==> src/rtl/ublock_rc_pkg.sv <==
// Shared types and default constants for the round-constant sequencer.
// Holds the FSM state encoding and the default SEED / TAP_MASK / WORD_XOR.
package ublock_rc_pkg;

  typedef enum logic [1:0] {
    ST_IDLE = 2'd0,
    ST_PRE  = 2'd1,
    ST_RUN  = 2'd2
  } rc_state_e;

  localparam logic [7:0]  RC_DEF_SEED     = 8'h6C;
  localparam logic [7:0]  RC_DEF_TAP_MASK = 8'hC6;
  // Top byte belongs to word 3, bottom byte to word 0.
  localparam logic [31:0] RC_DEF_WORD_XOR = {8'h40, 8'h54, 8'h11, 8'h05};

endpackage

==> src/rtl/rc_lfsr_step.sv <==
// Combinational single-step of the Fibonacci-style round LFSR.
// Ports:
//   s_i   - current LFSR state
//   fwd_o - state after one forward step
//   bwd_o - state after one backward step (only with RC_SEQ_INVERSE_EN)
// Build option: RC_SEQ_INVERSE_EN compiles in the backward step.
module rc_lfsr_step #(
  parameter int unsigned        LFSR_W   = 8,
  parameter logic [LFSR_W-1:0]  TAP_MASK = 8'hC6
) (
  input  logic [LFSR_W-1:0] s_i,
`ifdef RC_SEQ_INVERSE_EN
  output logic [LFSR_W-1:0] bwd_o,
`endif
  output logic [LFSR_W-1:0] fwd_o
);

  // Shift left, feed tapped parity into bit 0.
  assign fwd_o = {s_i[LFSR_W-2:0], ^(s_i & TAP_MASK)};

`ifdef RC_SEQ_INVERSE_EN
  // Undo the shift; recover the dropped MSB from the feedback bit now in bit 0.
  assign bwd_o = {s_i[0] ^ (^(s_i[LFSR_W-1:1] & TAP_MASK[LFSR_W-2:0])),
                  s_i[LFSR_W-1:1]};
`endif

endmodule

==> src/rtl/round_const_seq.sv <==
// Round-constant sequencer: emits ROUNDS constants per sequence, one per
// handshake, each word being the LFSR state XOR a per-word mask.
// Ports:
//   clk, rstn            - clock, async active-low reset
//   start, inv           - begin a sequence (IDLE only); inv selects reverse order
//   clear                - synchronous abort to IDLE (highest priority)
//   rc_ready             - consumer accepts current constant
//   rc_valid, rc         - constant valid / value
//   rc_round, rc_last    - round index / final-constant flag
//   busy                 - FSM not in IDLE
// Build option: RC_SEQ_INVERSE_EN enables reverse mode (PRE state, backward steps).
module round_const_seq
  import ublock_rc_pkg::*;
#(
  parameter int unsigned                  LFSR_W    = 8,
  parameter int unsigned                  NUM_WORDS = 4,
  parameter int unsigned                  ROUNDS    = 16,
  parameter logic [LFSR_W-1:0]            SEED      = RC_DEF_SEED,
  parameter logic [LFSR_W-1:0]            TAP_MASK  = RC_DEF_TAP_MASK,
  parameter logic [NUM_WORDS*LFSR_W-1:0]  WORD_XOR  = RC_DEF_WORD_XOR
) (
  input  logic                          clk,
  input  logic                          rstn,
  input  logic                          start,
  input  logic                          inv,
  input  logic                          clear,
  input  logic                          rc_ready,
  output logic                          rc_valid,
  output logic [NUM_WORDS*LFSR_W-1:0]   rc,
  output logic [$clog2(ROUNDS)-1:0]     rc_round,
  output logic                          rc_last,
  output logic                          busy
);

  localparam int unsigned     RW       = $clog2(ROUNDS);
  localparam logic [RW-1:0]   LAST_RND = RW'(ROUNDS - 1);

  rc_state_e                      state_q, state_d;
  logic [LFSR_W-1:0]              lfsr_q, lfsr_d;
  logic [RW-1:0]                  round_q, round_d;
  logic                           valid_q, valid_d;
  logic                           last_q, last_d;
  logic                           busy_q, busy_d;
  logic [NUM_WORDS*LFSR_W-1:0]    rc_q, rc_d;
  logic [LFSR_W-1:0]              step_in_c, fwd_c;
  logic                           at_end_c;

`ifdef RC_SEQ_INVERSE_EN
  localparam logic [RW-1:0]   PRE_END = RW'(ROUNDS - 2);
  logic                       inv_q, inv_d;
  logic [LFSR_W-1:0]          bwd_c;
`else
  logic                       unused_inv_c;
  assign unused_inv_c = inv;
`endif

  // In IDLE the stepper sees SEED so its forward output is S_0.
  assign step_in_c = (state_q == ST_IDLE) ? SEED : lfsr_q;

  rc_lfsr_step #(
    .LFSR_W   (LFSR_W),
    .TAP_MASK (TAP_MASK)
  ) u_step (
    .s_i   (step_in_c),
`ifdef RC_SEQ_INVERSE_EN
    .bwd_o (bwd_c),
`endif
    .fwd_o (fwd_c)
  );

  // End of sequence depends on direction of travel.
`ifdef RC_SEQ_INVERSE_EN
  assign at_end_c = inv_q ? (round_q == '0) : (round_q == LAST_RND);
`else
  assign at_end_c = (round_q == LAST_RND);
`endif

  // Next-state and registered-output logic.
  always_comb begin
    state_d = state_q;
    lfsr_d  = lfsr_q;
    round_d = round_q;
`ifdef RC_SEQ_INVERSE_EN
    inv_d   = inv_q;
`endif
    if (clear) begin
      state_d = ST_IDLE;
    end else begin
      case (state_q)
        ST_IDLE: begin
          if (start) begin
            lfsr_d  = fwd_c;
            round_d = '0;
`ifdef RC_SEQ_INVERSE_EN
            inv_d   = inv;
            state_d = inv ? ST_PRE : ST_RUN;
`else
            state_d = ST_RUN;
`endif
          end
        end
`ifdef RC_SEQ_INVERSE_EN
        // Walk forward to S_(ROUNDS-1) before emitting in reverse.
        ST_PRE: begin
          lfsr_d  = fwd_c;
          round_d = round_q + RW'(1);
          if (round_q == PRE_END) state_d = ST_RUN;
        end
`endif
        ST_RUN: begin
          if (rc_ready) begin
            if (at_end_c) begin
              state_d = ST_IDLE;
            end else begin
`ifdef RC_SEQ_INVERSE_EN
              lfsr_d  = inv_q ? bwd_c : fwd_c;
              round_d = inv_q ? (round_q - RW'(1)) : (round_q + RW'(1));
`else
              lfsr_d  = fwd_c;
              round_d = round_q + RW'(1);
`endif
            end
          end
        end
        default: state_d = ST_IDLE;
      endcase
    end

    valid_d = (state_d == ST_RUN);
    busy_d  = (state_d != ST_IDLE);
`ifdef RC_SEQ_INVERSE_EN
    last_d  = valid_d && (inv_d ? (round_d == '0) : (round_d == LAST_RND));
`else
    last_d  = valid_d && (round_d == LAST_RND);
`endif
    rc_d = '0;
    if (valid_d) begin
      for (int i = 0; i < int'(NUM_WORDS); i++) begin
        rc_d[i*LFSR_W +: LFSR_W] = lfsr_d ^ WORD_XOR[i*LFSR_W +: LFSR_W];
      end
    end
  end

  // State and output registers.
  always_ff @(posedge clk or negedge rstn) begin
    if (!rstn) begin
      state_q <= ST_IDLE;
      lfsr_q  <= '0;
      round_q <= '0;
      valid_q <= 1'b0;
      last_q  <= 1'b0;
      busy_q  <= 1'b0;
      rc_q    <= '0;
`ifdef RC_SEQ_INVERSE_EN
      inv_q   <= 1'b0;
`endif
    end else begin
      state_q <= state_d;
      lfsr_q  <= lfsr_d;
      round_q <= round_d;
      valid_q <= valid_d;
      last_q  <= last_d;
      busy_q  <= busy_d;
      rc_q    <= rc_d;
`ifdef RC_SEQ_INVERSE_EN
      inv_q   <= inv_d;
`endif
    end
  end

  assign rc_valid = valid_q;
  assign rc       = rc_q;
  assign rc_round = round_q;
  assign rc_last  = last_q;
  assign busy     = busy_q;

endmodule

==> config.mk <==
export PLATFORM = sky130hd
export DESIGN_NAME = round_const_seq
export DESIGN_NICKNAME = d
export VERILOG_FILES = /design/src/rtl/ublock_rc_pkg.sv /design/src/rtl/rc_lfsr_step.sv /design/src/rtl/round_const_seq.sv
export SDC_FILE = /design/constraint.sdc
export NUM_CORES = 1
export LEC_CHECK = 0
export ABC_CLOCK_PERIOD_IN_PS = 1650
export BUFFER_PORTS_ARGS = -buffer_cell sky130_fd_sc_hd__buf_4
export CORE_ASPECT_RATIO = 1.75
export CORE_MARGIN = 3
export CORE_UTILIZATION = 45
export DETAILED_ROUTE_END_ITERATION = 8
export HOLD_SLACK_MARGIN = 0.02
export PLACE_DENSITY = 0.8
export SYNTH_ARGS = -nofsm -noshare
export SYNTH_HDL_FRONTEND = slang
export SYNTH_SLANG_ARGS = --single-unit
==> constraint.sdc <==
create_clock -name clk -period 1.65 [get_ports clk]
set_input_delay 0.165 -clock clk [delete_from_list [all_inputs] [get_ports clk]]
set_output_delay 0.165 -clock clk [all_outputs]
set_load 0.02 [all_outputs]
After elaboration in Yosys (flattened, before gate mapping)

Cells that the tools add are included.

Bits in registers: 49
Input bits: 6
Output and inout bits: 39
Word-level logic and storage cells: 37

Add/subtract/negate cells: 1
Eq/ne operators: 4
Multiplexer cells: 17
Bitwise logic cells: 4
Reduce and logical (&&, ||, !) cells: 4

Operator list:

| kind                  | number |
|---|---|
| $mux W8               | 5 |
| $mux W32              | 1 |
| $mux W4               | 4 |
| $pmux W8 S2           | 1 |
| $eq A4 B4 Y1 const B  | 2 |
| $mux W2               | 4 |
| $pmux W4 S2           | 1 |
| $reduce_xor A8 Y1     | 1 |
| $add A4 B1 Y4 const B | 1 |
| $eq A2 B2 Y1 const B  | 2 |
| $not A2 Y2            | 2 |
| $pmux W2 S2           | 1 |
| $not A3 Y3            | 1 |
| $logic_not A2 Y1      | 1 |
| $reduce_bool A2 Y1    | 1 |
| $logic_and A1 B1 Y1   | 1 |
| $not A1 Y1            | 1 |

Depth between registers and ports, before layout

Gate-level depths: netlist of the first run.

Depth in word-level cells: 9
Mapped depth: 6
Mapped depth without buffers: 6

Hierarchy

A second synthesis of the first run with hierarchy kept.

Cells, all modules: 129
Area total of the unflattened synthesis: 1,488.9 sq um

Modules (own cells, without submodules):

| module          | instances | cells each | area each (sq um) |
|---|---|---|---|
| round_const_seq | 1         | 119        | 1,410.1 |
| rc_lfsr_step    | 1         | 10         | 78.8 |

Worst setup path before layout of the first run

Ideal clock, no wire load.

Path type: flip-flop to flip-flop
Start: reg round_q[0], in the netlist rc_round[0]
End: reg rc_q[26], in the netlist rc[26]
Arrival time: 1.783 ns
Required time: 1.531 ns
Slack: -0.252 ns
Cell stages (with the launch flop): 7
Path buffers: 1
Clock period less this slack: 1.902 ns
Cells stage by stage: dfrtp_1 > ha_1 > nand3_1 > nand4_2 > buf_2 > mux2_2 > and2_1

Elaborated cells on any way between the ends: 11
Those cells by class: eq/ne: 2; mux: 9

RTL lines:

| element                | line                   | RTL |
|---|---|---|
| from (decl)            | round_const_seq.sv:40  | `logic [RW-1:0] round_q, round_d;` |
| from (signal assigned) | round_const_seq.sv:160 | `round_q <= round_d;` |
| $eq A4 B4 Y1           | round_const_seq.sv:75  | `assign at_end_c = (round_q == LAST_RND);` |
| $mux W8                | round_const_seq.sv:112 | `if (at_end_c) begin` |
| $mux W8                | round_const_seq.sv:111 | `if (rc_ready) begin` |
| $pmux W8 S2            | round_const_seq.sv:89  | `case (state_q)` |
| $mux W8                | round_const_seq.sv:86  | `if (clear) begin` |
| named net lfsr_d[2]    | round_const_seq.sv:39  | `logic [LFSR_W-1:0] lfsr_q, lfsr_d;` |
| $mux W32               | round_const_seq.sv:137 | `if (valid_d) begin` |
| to (signal assigned)   | round_const_seq.sv:164 | `rc_q <= rc_d;` |
| to (decl)              | round_const_seq.sv:44  | `logic [NUM_WORDS*LFSR_W-1:0] rc_q, rc_d;` |

The timed path passes the listed nets, and every way through them passes these cells.

Worst setup path in the final report of the first run

Start: reg state_q[0]
End: reg last_q, in the netlist rc_last

Elaborated cells on any way between the ends: 12
Those cells by class: eq/ne: 3; mux: 7; reduce/logical: 2

RTL lines:

| element                                          | line                   | RTL |
|---|---|---|
| from (decl)                                      | round_const_seq.sv:38  | `rc_state_e state_q, state_d;` |
| from (signal assigned)                           | round_const_seq.sv:158 | `state_q <= state_d;` |
| $eq A2 B2 Y1 or $logic_not A2 Y1 (tied branches) | round_const_seq.sv:89  |  |
| $pmux W4 S2 (*)                                  | round_const_seq.sv:89  |  |
| $mux W4 (*)                                      | round_const_seq.sv:86  |  |
| named net round_d[3]                             | round_const_seq.sv:40  |  |
| $eq A4 B4 Y1 (*)                                 | round_const_seq.sv:134 | `last_d = valid_d && (round_d == LAST_RND);` |
| $logic_and A1 B1 Y1 (*)                          | round_const_seq.sv:134 |  |
| named net last_d                                 | round_const_seq.sv:42  | `logic last_q, last_d;` |
| to (signal assigned)                             | round_const_seq.sv:162 | `last_q <= last_d;` |
| to (decl)                                        | round_const_seq.sv:42  |  |

Mark *: on every way through the listed nets, which the timed path passes. The rest lies on a longest branch.

==> summary by stage, run 1 <==
Timing
The clock skew is 0.002546 ns. The final count of pins violating max slew is 0. The final clock period utilization by the worst path is 98.16%. Based on the critical path, the design can be clocked at up to 0.6174 GHz. The clock period minus worst slack is 1.620 ns.

Setup slack on the critical path of the routed design comes to 0.03040 ns. Setup violations remaining at the end of the flow were counted as 0. The count of endpoints failing hold in the final timing report is 0.

Setup path
The delay of the slowest cell on the worst path is 0.51 ns. STA puts the critical path data arrival time at 1.79 ns. Data on the critical path is required at its endpoint by 1.82 ns. The category of the worst setup path launch point is a flop. Of all nets on the critical path, the largest fanout is 4. The slowest cell on the critical path is sky130_fd_sc_hd__or4_4. The endpoint kind of the worst setup timing path is a flop.

Walking the worst path, the cells encountered are or2_4, or4_4, o221a_4, and4_1. By startpoint and endpoint, the worst setup path is classified as flop to flop.

Synthesis
The share of flip-flops with an asynchronous set or reset is 100.0%. When the netlist entered floorplanning its net count stood at 140. The fraction of the yosys area taken by sequential cells is 52.02%. In this run, distinct cell masters in the synthesized netlist total 39. The average footprint of a synthesized cell is 10.49 um^2. The number of flops mapped to enable cells by yosys is 0. The area of the mapped netlist is 1395 um^2. For this run, the leading register cell type out of synthesis is sky130_fd_sc_hd__dfrtp_1. The number of synthesis warnings is 0. The fraction of post-synthesis cell area in the top cell type by area is 52.02%. The number of synthesized register bits is 29.

Sorting the synthesized cells by area gives the leading types as sky130_fd_sc_hd__dfrtp_1, sky130_fd_sc_hd__buf_4, sky130_fd_sc_hd__nor2_1. The number of standard cells after synthesis is 133. The biggest area contributor in the post-synthesis netlist is sky130_fd_sc_hd__dfrtp_1.

Route
The detailed router's first-iteration violation count is 18. The overall via count from detail_route is 1075. The number of vias per cell is 5.023. The detail route stage leaves a number of antenna-violating nets equal to 0. The number of detailed-route iterations in the first pass is 4.

The wire length per cell after detailed routing is 14.24 um. The sum of routed wire length over all layers is 3.048 mm. After detailed routing, the number of remaining DRC violations is 0.

GRT
The number of antenna violations at the first check in global routing is 0. In the global route stage, overall resource usage came out at 18.44%. The number of global-route vias before repair is 1069. The pin count of the biggest net entering global routing is 30. Summed over all layers, the global routing overflow is 0. The first-pass GRT wire length is 4.823 mm.

Floorplanning
The number of primary I/O pins is 45. The total die area is 3831 um^2. For this configuration, the core starts out at a cell density of 47.13%. The floorplan has 26 rows. The die boundary height is 79.66 um. The die outline width is 48.09 um. The placeable core area is 2960 um^2.

Power
The total power is 1626 uW. In this run the power density over the cells is 888.2 nW/um^2. The leakage power of the design is 0.0009709 uW. The peak ir drop on the vdd network is 925.0 uV.

Placement
The area after detailed placement is 1687 um^2. The count of buffers added on input and output ports is 43. The final weighted congestion in routability-driven placement is 0.8589. OpenSTA, run right after detailed placement, puts the worst setup slack at -0.006377 ns. Once detailed placement completed, the half-perimeter wirelength came to 2.315 mm.

Flow run
The number of violations of the max-capacitance limit is 0.

Cells and area
The multi-input combinational cells in the finished layout cover a total of 518.0 um^2. The sequential cells in the finished layout cover a total of 728.2 um^2. The final antenna diode count is 0. In the final design database the tool counted 178 nets. The finished cells cover 1831 um^2.

The fraction of final layout cells with drive strength greater than 1 is 43.60%. The fill cell instance count of the final layout is 252. Relative to the synthesized area, the layout overhead comes to 31.21%.

Clocking
The clock tree from TritonCTS is done. Clock tree synthesis inserted a total of 5 buffers. The CTS clock-pin slew for the worst setup and hold paths is 0.06 ns.

In this run the deepest clock path goes through 2 buffers. The latest clock arrival within the worst-skew pair is 0.28 ns. The H-tree was split into 2 levels.

The CTS sink count is 29. The tree is rooted in a sky130_fd_sc_hd__clkbuf_8.

Worst hold path
The worst min-delay path category is primary input to flop.

Run status
The run finished with clean final reports.
[synthesized netlist by cell type (2+ instances only)]
cell                      number
sky130_fd_sc_hd__dfrtp_1      29
sky130_fd_sc_hd__buf_4        21
sky130_fd_sc_hd__nor2_1       11
sky130_fd_sc_hd__nand2_1       8
sky130_fd_sc_hd__a21oi_1       7
sky130_fd_sc_hd__inv_1         6
sky130_fd_sc_hd__nand3_1       5
sky130_fd_sc_hd__mux2i_1       4
sky130_fd_sc_hd__a31oi_1       3
sky130_fd_sc_hd__and2_1        3
sky130_fd_sc_hd__xnor2_1       3
sky130_fd_sc_hd__buf_2         2
sky130_fd_sc_hd__mux2_2        2
sky130_fd_sc_hd__nor2b_1       2
sky130_fd_sc_hd__o21ai_0       2
sky130_fd_sc_hd__or2_1         2
[metrics by stage]
step                      hold slack, ns  setup TNS, ns  std cells  util (%)
after floorplan                  -0.1306              0        133         -
after detailed placement          0.1058      -0.006377        203     56.97
final                             0.1540              0        214     61.83
after CTS                         0.1425              0        212     60.65
after global placement           0.09842              0        203     56.97
after global routing              0.1555      -0.005223        214     61.83
[cell usage in the layout, fill, tap and decap left out, types with 3 or more instances in the layout]
master                     count
sky130_fd_sc_hd__clkbuf_8      6
sky130_fd_sc_hd__nand3_1       4
sky130_fd_sc_hd__dfrtp_1      27
sky130_fd_sc_hd__nand2_1       8
sky130_fd_sc_hd__a21oi_1       7
sky130_fd_sc_hd__and2_1        3
sky130_fd_sc_hd__xnor2_1       3
sky130_fd_sc_hd__mux2i_1       3
sky130_fd_sc_hd__a31oi_1       3
sky130_fd_sc_hd__buf_4        53
sky130_fd_sc_hd__inv_1         6
sky130_fd_sc_hd__nor2_1       11
[flip-flops by register name, summed over array words and instances (netlist names)]
signal    cells
rc_valid      1
rc           12
busy          1
rc_round      4
lfsr_q        8
rc_last       1
state_q       2
[area by class of cell]
class                   instances  area share, %
flip-flops and latches         29          39.78
multi-input cells              74          28.30
repair buffers                 55          22.90
inverters                       6          1.230
clock buffers                   8          4.921
well taps                      42          2.871
[where the power goes]
group          leakage, uW  internal [uW]  total (uW)  switching, uW
combinational     0.000551            116         263            147
clock            0.0000455            339         583            244
sequential        0.000374            748         780           31.9
total             0.000971           1200        1630            423
[layer usage]
layer	up-vias	GRT usage, %	routed length (um)
met3	13	5.869	186
met5	-	0	0
met1	514	17.01	1024
li1	501	-	-
met2	47	31.56	1731
met4	0	12.13	106
[worst max-delay path, delay by kind of cell (launching register included)]
family / cells / cell delay (ns)
AOI/OAI and AO/OA: 1 / 0.13
DFF: 1 / 0.44
and+or+nand+nor: 3 / 0.94
[worst paths after layout]
path                       startpoint     endpoint  slack [ns]  cells past startpoint
max in group asynchronous        rstn  rc_round[1]        1.02                      2
setup / recovery           state_q[0]      rc_last        0.03                      4
setup reg to reg           state_q[0]      rc_last        0.03                      4
hold reg to reg             lfsr_q[0]    lfsr_q[0]        0.56                      2
min in group asynchronous        rstn      rc_last        0.34                      2
hold / removal                  clear    lfsr_q[0]        0.15                      2
[cells by family (layout without fill, tap and decap cells)]
group | after synthesis | count (layout) | share of synthesized area, %
flops | 29 | 29 | 52.02
mux | 6 | 6 | 4.484
simple gates | 46 | 46 | 18.84
other cells | 1 | 1 | 0.2688
fa+ha+maj | 1 | 1 | 0.8967
compound gates | 17 | 17 | 7.713
xor+xnor | 3 | 3 | 1.884
buf+inv | 30 | 69 | 13.90
[timing repair]
action	CTS	global route
hold buffers	1	0
gates resized for setup	1	4
cloned	0	0
pin swaps	1	3
setup buffers	0	2
endpoints found under the hold margin	29	0
setup endpoints to repair	2	7
No activity file was read; power rests on OpenSTA's default activity.
==> run 2: changes to the inputs <==
MAX_ROUTING_LAYER = met4   (was not set)
==> summary by stage, run 2 (synthesized netlist as in run 1, its figures left out) <==
Clocking
The H-tree depth is 2 (unchanged). The cell at the root of the clock tree is sky130_fd_sc_hd__clkbuf_8. The maximum root-to-sink buffer count is 2 (unchanged). The total CTS buffers is 5 (unchanged). The CTS clock-pin slew for the worst setup and hold paths is 0.06 ns (about the same). The latest clock arrival within the worst-skew pair is 0.28 ns (about the same). The clock tree from TritonCTS is done. The CTS sink count is 29 (unchanged).

Worst hold path
The capture endpoint of the worst hold path is lfsr_q[0]. The count of cells along the worst hold path is 2 (unchanged). The startpoint identified for the worst hold timing path is clear. The min-delay analysis places its worst path in the category primary input to flop.

Placement
The final weighted congestion in routability-driven placement is 0.8732 (+1.7%). The placed wire-length estimate after detailed placement is 2.285 mm (-1.3%). The count of buffers from port buffering is 43 (unchanged).

GRT
The pin count of the biggest net entering global routing was 30 (unchanged). The first-pass GRT wire length is 4.740 mm (-1.7%). The remaining global-route overflow is 0 (unchanged). The all-layer global routing usage is 18.22% (-0.22 points). The number of global-route vias before repair is 1078 (+0.84%).

The number of antenna violations at the first check in global routing is 0 (unchanged).

Setup path
In this run the critical register-to-register path is captured at rc_last. STA classifies the critical path startpoint as a flop. The depth of the worst register-to-register path was 4 (unchanged). The register-to-register path setup slack was 0.04 ns (about the same). The critical path is of the flop to flop type. The start of the worst register-to-register path is state_q[0]. The endpoint kind of the worst setup timing path is a flop. The delay of the slowest cell on the worst path is 0.51 ns (about the same). The data required time at the worst endpoint is 1.82 ns (about the same). The signal on the critical path passes through or2_4, or4_1, o221a_4, and4_1. The largest fanout on the critical path is 4 (unchanged).

Among all stages on the critical path, the largest delay is contributed by sky130_fd_sc_hd__or4_1. The data arrival time of the critical path was 1.78 ns (about the same).

Floorplanning
The die boundary height is 79.66 um (unchanged). The number of primary I/O pins is 45 (unchanged). The die outline width is 48.09 um (unchanged). The initial standard-cell utilization of the core was 47.13% (unchanged). The total die area is 3831 um^2 (unchanged). The placeable core area is 2960 um^2 (unchanged). The standard-cell row count is 26 (unchanged).

Cells and area
The library cell used most frequently in the layout, excluding fill and tap cells, is sky130_fd_sc_hd__buf_4. The number of flip-flops in the largest register is 12 (unchanged). The fill cell instance count of the final layout was 246 (-2.4%). The final antenna diode count is 0 (unchanged).

In the layout the commonest cells are sky130_fd_sc_hd__buf_4, sky130_fd_sc_hd__dfrtp_1, sky130_fd_sc_hd__nor2_1, sky130_fd_sc_hd__nand2_1, sky130_fd_sc_hd__a21oi_1. The final net count is 178 (unchanged). The fraction of final layout cells with drive strength greater than 1 was 44.19% (+0.58 points).

The final core utilization is 61.45% (-0.38 points). Compared with the post-synthesis result, the final layout area differs by 30.40%.

Route
The detailed router's first-iteration violation count is 14 (-4). The post-detailed-route DRC marker count is 0 (unchanged). The wire length per cell after detailed routing is 13.68 um (-4.0%).

The number of nets with antenna violations after routing is 0 (unchanged). The sum of routed wire length over all layers is 2.927 mm (-4.0%). The number of detailed-route iterations in the first pass was 4 (unchanged).

The number of vias per cell was 4.991 (-0.65%). The overall via count from detail_route is 1068 (-0.65%).

Timing
The clock skew is 0.007039 ns (+0.004492 ns). The final count of pins violating max slew is 0 (unchanged). The maximum clock frequency was 0.6196 GHz (+0.35%). The clock period minus worst slack was 1.614 ns (-0.005677 ns). Setup repair after global routing could not meet its margin everywhere. The count of endpoints failing setup in the final report came to 0 (unchanged).

The count of endpoints failing hold in the final timing report was 0 (unchanged). The final clock period utilization by the worst path is 97.81% (-0.34 points).

Power
The peak ir drop on the vdd network came to 735.0 uV (-21%). The leakage power of the design is 0.0009619 uW (-0.93%). The ratio of total power to cell area is 872.8 nW/um^2 (-1.7%). The total power is 1588 uW (-2.3%).

Run status
The flow ran to the end, and the final reports show no timing, DRC or antenna violations.

Flow run
The number of violations of the max-capacitance limit is 0 (unchanged).
run 2: changes by cell type in the layout (fill, tap and decap cells not counted):
cell / previous run / this run
sky130_fd_sc_hd__clkinv_2: 0 / 2
sky130_fd_sc_hd__buf_4: 53 / 54
sky130_fd_sc_hd__buf_6: 1 / 0
sky130_fd_sc_hd__clkbuf_1: 2 / 1
sky130_fd_sc_hd__clkbuf_8: 6 / 5
sky130_fd_sc_hd__mux2i_1: 3 / 2
sky130_fd_sc_hd__mux2i_2: 1 / 2
sky130_fd_sc_hd__or4_1: 0 / 1
sky130_fd_sc_hd__or4_4: 1 / 0
run 2: layer usage:
metal	part of all wire (%)	track usage [%]	vias up
li1	-	-	506
met1	35	16.54	508
met2	56	30.90	44
met3	5.1	4.740	10
met4	3.6	11.59	0
met5	0	-	-
run 2: what timing repair did:
action	CTS	global route
endpoints found under the setup margin	1	3
cloned	0	0
resized for setup	1	3
buffers inserted	0	2
pin swaps	0	2
hold buffers	1	0
hold endpoints to repair	29	0
run 2: worst max-delay path by stage:
stage | startpoint | endpoint | slack, ns | depth (start not counted)
floorplan | rc_round[0] | rc[26] | 0.006 | 6
global placement | state_q[0] | rc_last | 0.03 | 4
detailed placement | state_q[0] | rc[26] | 0.003 | 6
CTS | state_q[0] | rc_last | 0.02 | 4
global route | state_q[0] | rc_last | -0.008 | 4
finish | state_q[0] | rc_last | 0.04 | 4
run 2: area by class of cell:
class | instances | area (um^2) | area share, %
Sequential cell | 29 | 728.2 | 40.03
Tap cell | 42 | 52.55 | 2.889
Multi-Input combinational cell | 74 | 518.0 | 28.47
Inverter | 6 | 22.52 | 1.238
Clock inverter | 2 | 10.01 | 0.5502
Timing Repair Buffer | 55 | 415.4 | 22.83
Clock buffer | 6 | 72.57 | 3.989
run 2: where the power goes:
| group | switching, uW | internal (uW) |
|---|---|---|
| clock | 255 | 291 |
| sequential | 32.5 | 748 |
| combinational | 146 | 115 |
run 2: metrics by stage:
stage          instances  cell area, um^2   TNS [ns]  hold WS, ns  setup slack, ns
3_5_place_dp         203             1687          0       0.1033         0.002925
2_1_floorplan        133             1421          0      -0.1306         0.006360
4_1_cts              212             1788          0       0.1354          0.01893
6_report             214             1819          0       0.1454          0.03608
5_1_grt              214             1819  -0.008223       0.1527        -0.008223
3_3_place_gp         203             1687          0      0.09818          0.03211
run 2: worst max-delay path: cells and delay by family, from the launching register on:
| kind | cells | cell delay (ns) |
|---|---|---|
| AOI/OAI and AO/OA | 1 | 0.14 |
| and+or+nand+nor | 3 | 0.96 |
| DFF | 1 | 0.42 |
==> run 3: changes to the inputs <==
ABC_CLOCK_PERIOD_IN_PS = 1800   (was 1650)
PLACE_DENSITY = 0.77   (was 0.8)
TNS_END_PERCENT = 30   (was not set)
clock period = 1.8 ns   (was 1.65 ns; I/O delays follow)
==> summary by stage, run 3 (synthesized netlist as in run 1, its figures left out) <==
Run status
The flow ran to the end, and the final reports show no timing, DRC or antenna violations.

Power
The net load switching power is 388.9 uW (-10%). The share of power burned in the clock network is 40.2% (+5.8 points). The ratio of total power to cell area is 876.1 nW/um^2 (+0.37%). The total power was 1574 uW (-0.87%). The total internal power is 1185 uW (+2.6%). The sequential share of power is 45.2% (-4.0 points). The part of the power in combinational logic is 14.6% (-1.9 points). The leakage power of the design is 0.0009374 uW (-2.5%). The peak ir drop on the vdd network is 779.2 uV (+6.0%). The fraction of power spent switching nets came to 24.71% (-2.6 points).

Cells and area
The multi-input gate area in the final layout came to 489.2 um^2 (-5.6%). The final core utilization is 60.69% (-0.76 points). The fraction of final layout cells with drive strength greater than 1 is 42.01% (-2.2 points). The sequential standard cell area is 728.2 um^2 (unchanged). The final antenna diode count is 0 (unchanged). In the layout the commonest cells are sky130_fd_sc_hd__buf_4, sky130_fd_sc_hd__dfrtp_1, sky130_fd_sc_hd__nor2_1, sky130_fd_sc_hd__nand2_1, sky130_fd_sc_hd__a21oi_1.

Relative to the synthesized area, the layout overhead comes to 28.79%. The number of flip-flops in the largest register is 12 (unchanged). The library cell used most frequently in the layout, excluding fill and tap cells, is sky130_fd_sc_hd__buf_4.

The fill cell instance count of the final layout was 234 (-4.9%). The final net count was 176 (-1.1%).

Floorplanning
The placeable core area is 2960 um^2 (unchanged). The total die area came to 3831 um^2 (unchanged). The die boundary height came to 79.66 um (unchanged).

The standard-cell row count was 26 (unchanged). The initial standard-cell utilization of the core came to 47.13% (unchanged). The die outline width was 48.09 um (unchanged). The number of primary I/O pins is 45 (unchanged).

Timing
The smallest hold slack was 0.1618 ns (+0.01640 ns). The final clock period utilization by the worst path is 93.17% (-4.6 points). The clock skew is 0.001521 ns (-0.005518 ns). The final worst slack was 0.1230 ns (+0.08691 ns). The count of endpoints failing hold in the final timing report is 0 (unchanged). The clock period minus worst slack is 1.677 ns (+0.06309 ns). The final count of pins violating max slew was 0 (unchanged).

The maximum clock frequency is 0.5963 GHz (-3.8%). The final total negative setup slack is 0 ns (unchanged). Setup repair after global routing left no endpoint under its margin. The count of endpoints failing setup in the final report was 0 (unchanged).

Clocking
The maximum root-to-sink buffer count is 2 (unchanged). The H-tree depth is 2 (unchanged). The total CTS buffers is 5 (unchanged).

The CTS sink count is 29 (unchanged). The latest clock arrival within the worst-skew pair is 0.28 ns (about the same). The cell at the root of the clock tree is sky130_fd_sc_hd__clkbuf_8. TritonCTS built the clock tree.

The CTS clock-pin slew for the worst setup and hold paths was 0.06 ns (about the same). The post-CTS setup buffer count is 0 (unchanged).

Setup path
The largest fanout on the critical path is 4 (unchanged). The data required time at the worst endpoint is 1.96 ns (+0.14 ns). The worst setup path is captured at a flop. The critical setup path kind is flop to flop. The startpoint identified for the worst register-to-register timing path is rc_round[1]. Tracing the worst setup path back leads to its startpoint at rc_round[1]. The worst setup path is launched from a flop. The data arrival time of the critical path came to 1.84 ns (+0.06 ns).

Placement
The pre-CTS setup slack is 0.09335 ns (+0.09042 ns). The placed wire-length estimate after detailed placement is 2.292 mm (+0.31%). The final weighted congestion in routability-driven placement is 0.8514 (-2.5%). The count of buffers from port buffering is 43 (unchanged).

GRT
The number of antenna violations at the first check in global routing is 0 (unchanged). The remaining global-route overflow is 0 (unchanged). The number of global-route vias before repair was 1110 (+3.0%). The all-layer global routing usage came to 19.51% (+1.3 points). The pin count of the biggest net entering global routing is 30 (unchanged). The first-pass GRT wire length came to 5.085 mm (+7.3%).

Route
The post-detailed-route DRC marker count was 0 (unchanged). The sum of routed wire length over all layers is 3.011 mm (+2.9%). The number of vias per cell is 4.934 (-1.1%). The wire length per cell after detailed routing is 14.27 um (+4.3%). The overall via count from detail_route is 1041 (-2.5%). The number of nets with antenna violations after routing is 0 (unchanged). The number of detailed-route iterations in the first pass is 4 (unchanged). The detailed router's first-iteration violation count is 32 (+18).

Worst hold path
In this run the most critical hold path is launched from clear. In this run the worst hold path is classified as primary input to flop.

Flow run
The number of violations of the max-capacitance limit came to 0 (unchanged).
run 3: layout make-up:
type / instances / share of cell area (%)
Clock buffer: 5 / 3.830
Sequential cell: 29 / 40.53
Clock inverter: 2 / 1.950
Multi-Input combinational cell: 74 / 27.23
Timing Repair Buffer: 53 / 22.28
Tap cell: 42 / 2.925
Inverter: 6 / 1.253
run 3: power groups by stage:
stage	clock network [uW]	logic [uW]	registers (uW)
4_1_cts	652	231	712
3_3_place_gp	0	224	720
3_5_place_dp	0	228	722
6_report	633	229	711
5_1_grt	677	249	716
2_1_floorplan	0	110	747
run 3: timing repair:
action | in CTS | in global routing
hold buffers | 1 | 0
endpoints found under the hold margin | 29 | 0
endpoints found under the setup margin | 0 | 2
gates resized for setup | 0 | 1
run 3: layer usage:
| layer | track usage (%) | part of all wire, % | up-vias |
|---|---|---|---|
| li1 | - | - | 500 |
| met1 | 19.36 | 36 | 499 |
| met2 | 32.49 | 57 | 36 |
| met3 | 5.869 | 4.5 | 6 |
| met4 | 9.704 | 2.3 | 0 |
| met5 | - | 0 | - |
run 3: final timing paths:
path,to,slack (ns),cells after the start
worst min register to register,lfsr_q[5],0.53,2
worst max register to register,rc_last,0.12,6
min in group asynchronous,lfsr_q[0],0.35,2
worst min-delay path,lfsr_q[0],0.16,2
max in group asynchronous,rc_round[0],1.17,2
worst max-delay path,rc_last,0.12,6
run 3: worst max-delay path, cell delays in order (launching register included):
cell                      delay [ns]
sky130_fd_sc_hd__dfrtp_2        0.38
sky130_fd_sc_hd__ha_1           0.24
sky130_fd_sc_hd__nand3_2        0.16
sky130_fd_sc_hd__buf_4          0.18
sky130_fd_sc_hd__and3_2         0.18
sky130_fd_sc_hd__a211o_1        0.23
sky130_fd_sc_hd__and4_1         0.19
run 3: stage by stage:
step                instance area [um^2]  cells
global route                        1797    211
CTS                                 1788    211
floorplan                           1403    133
finish                              1797    211
global placement                    1674    203
detailed placement                  1674    203
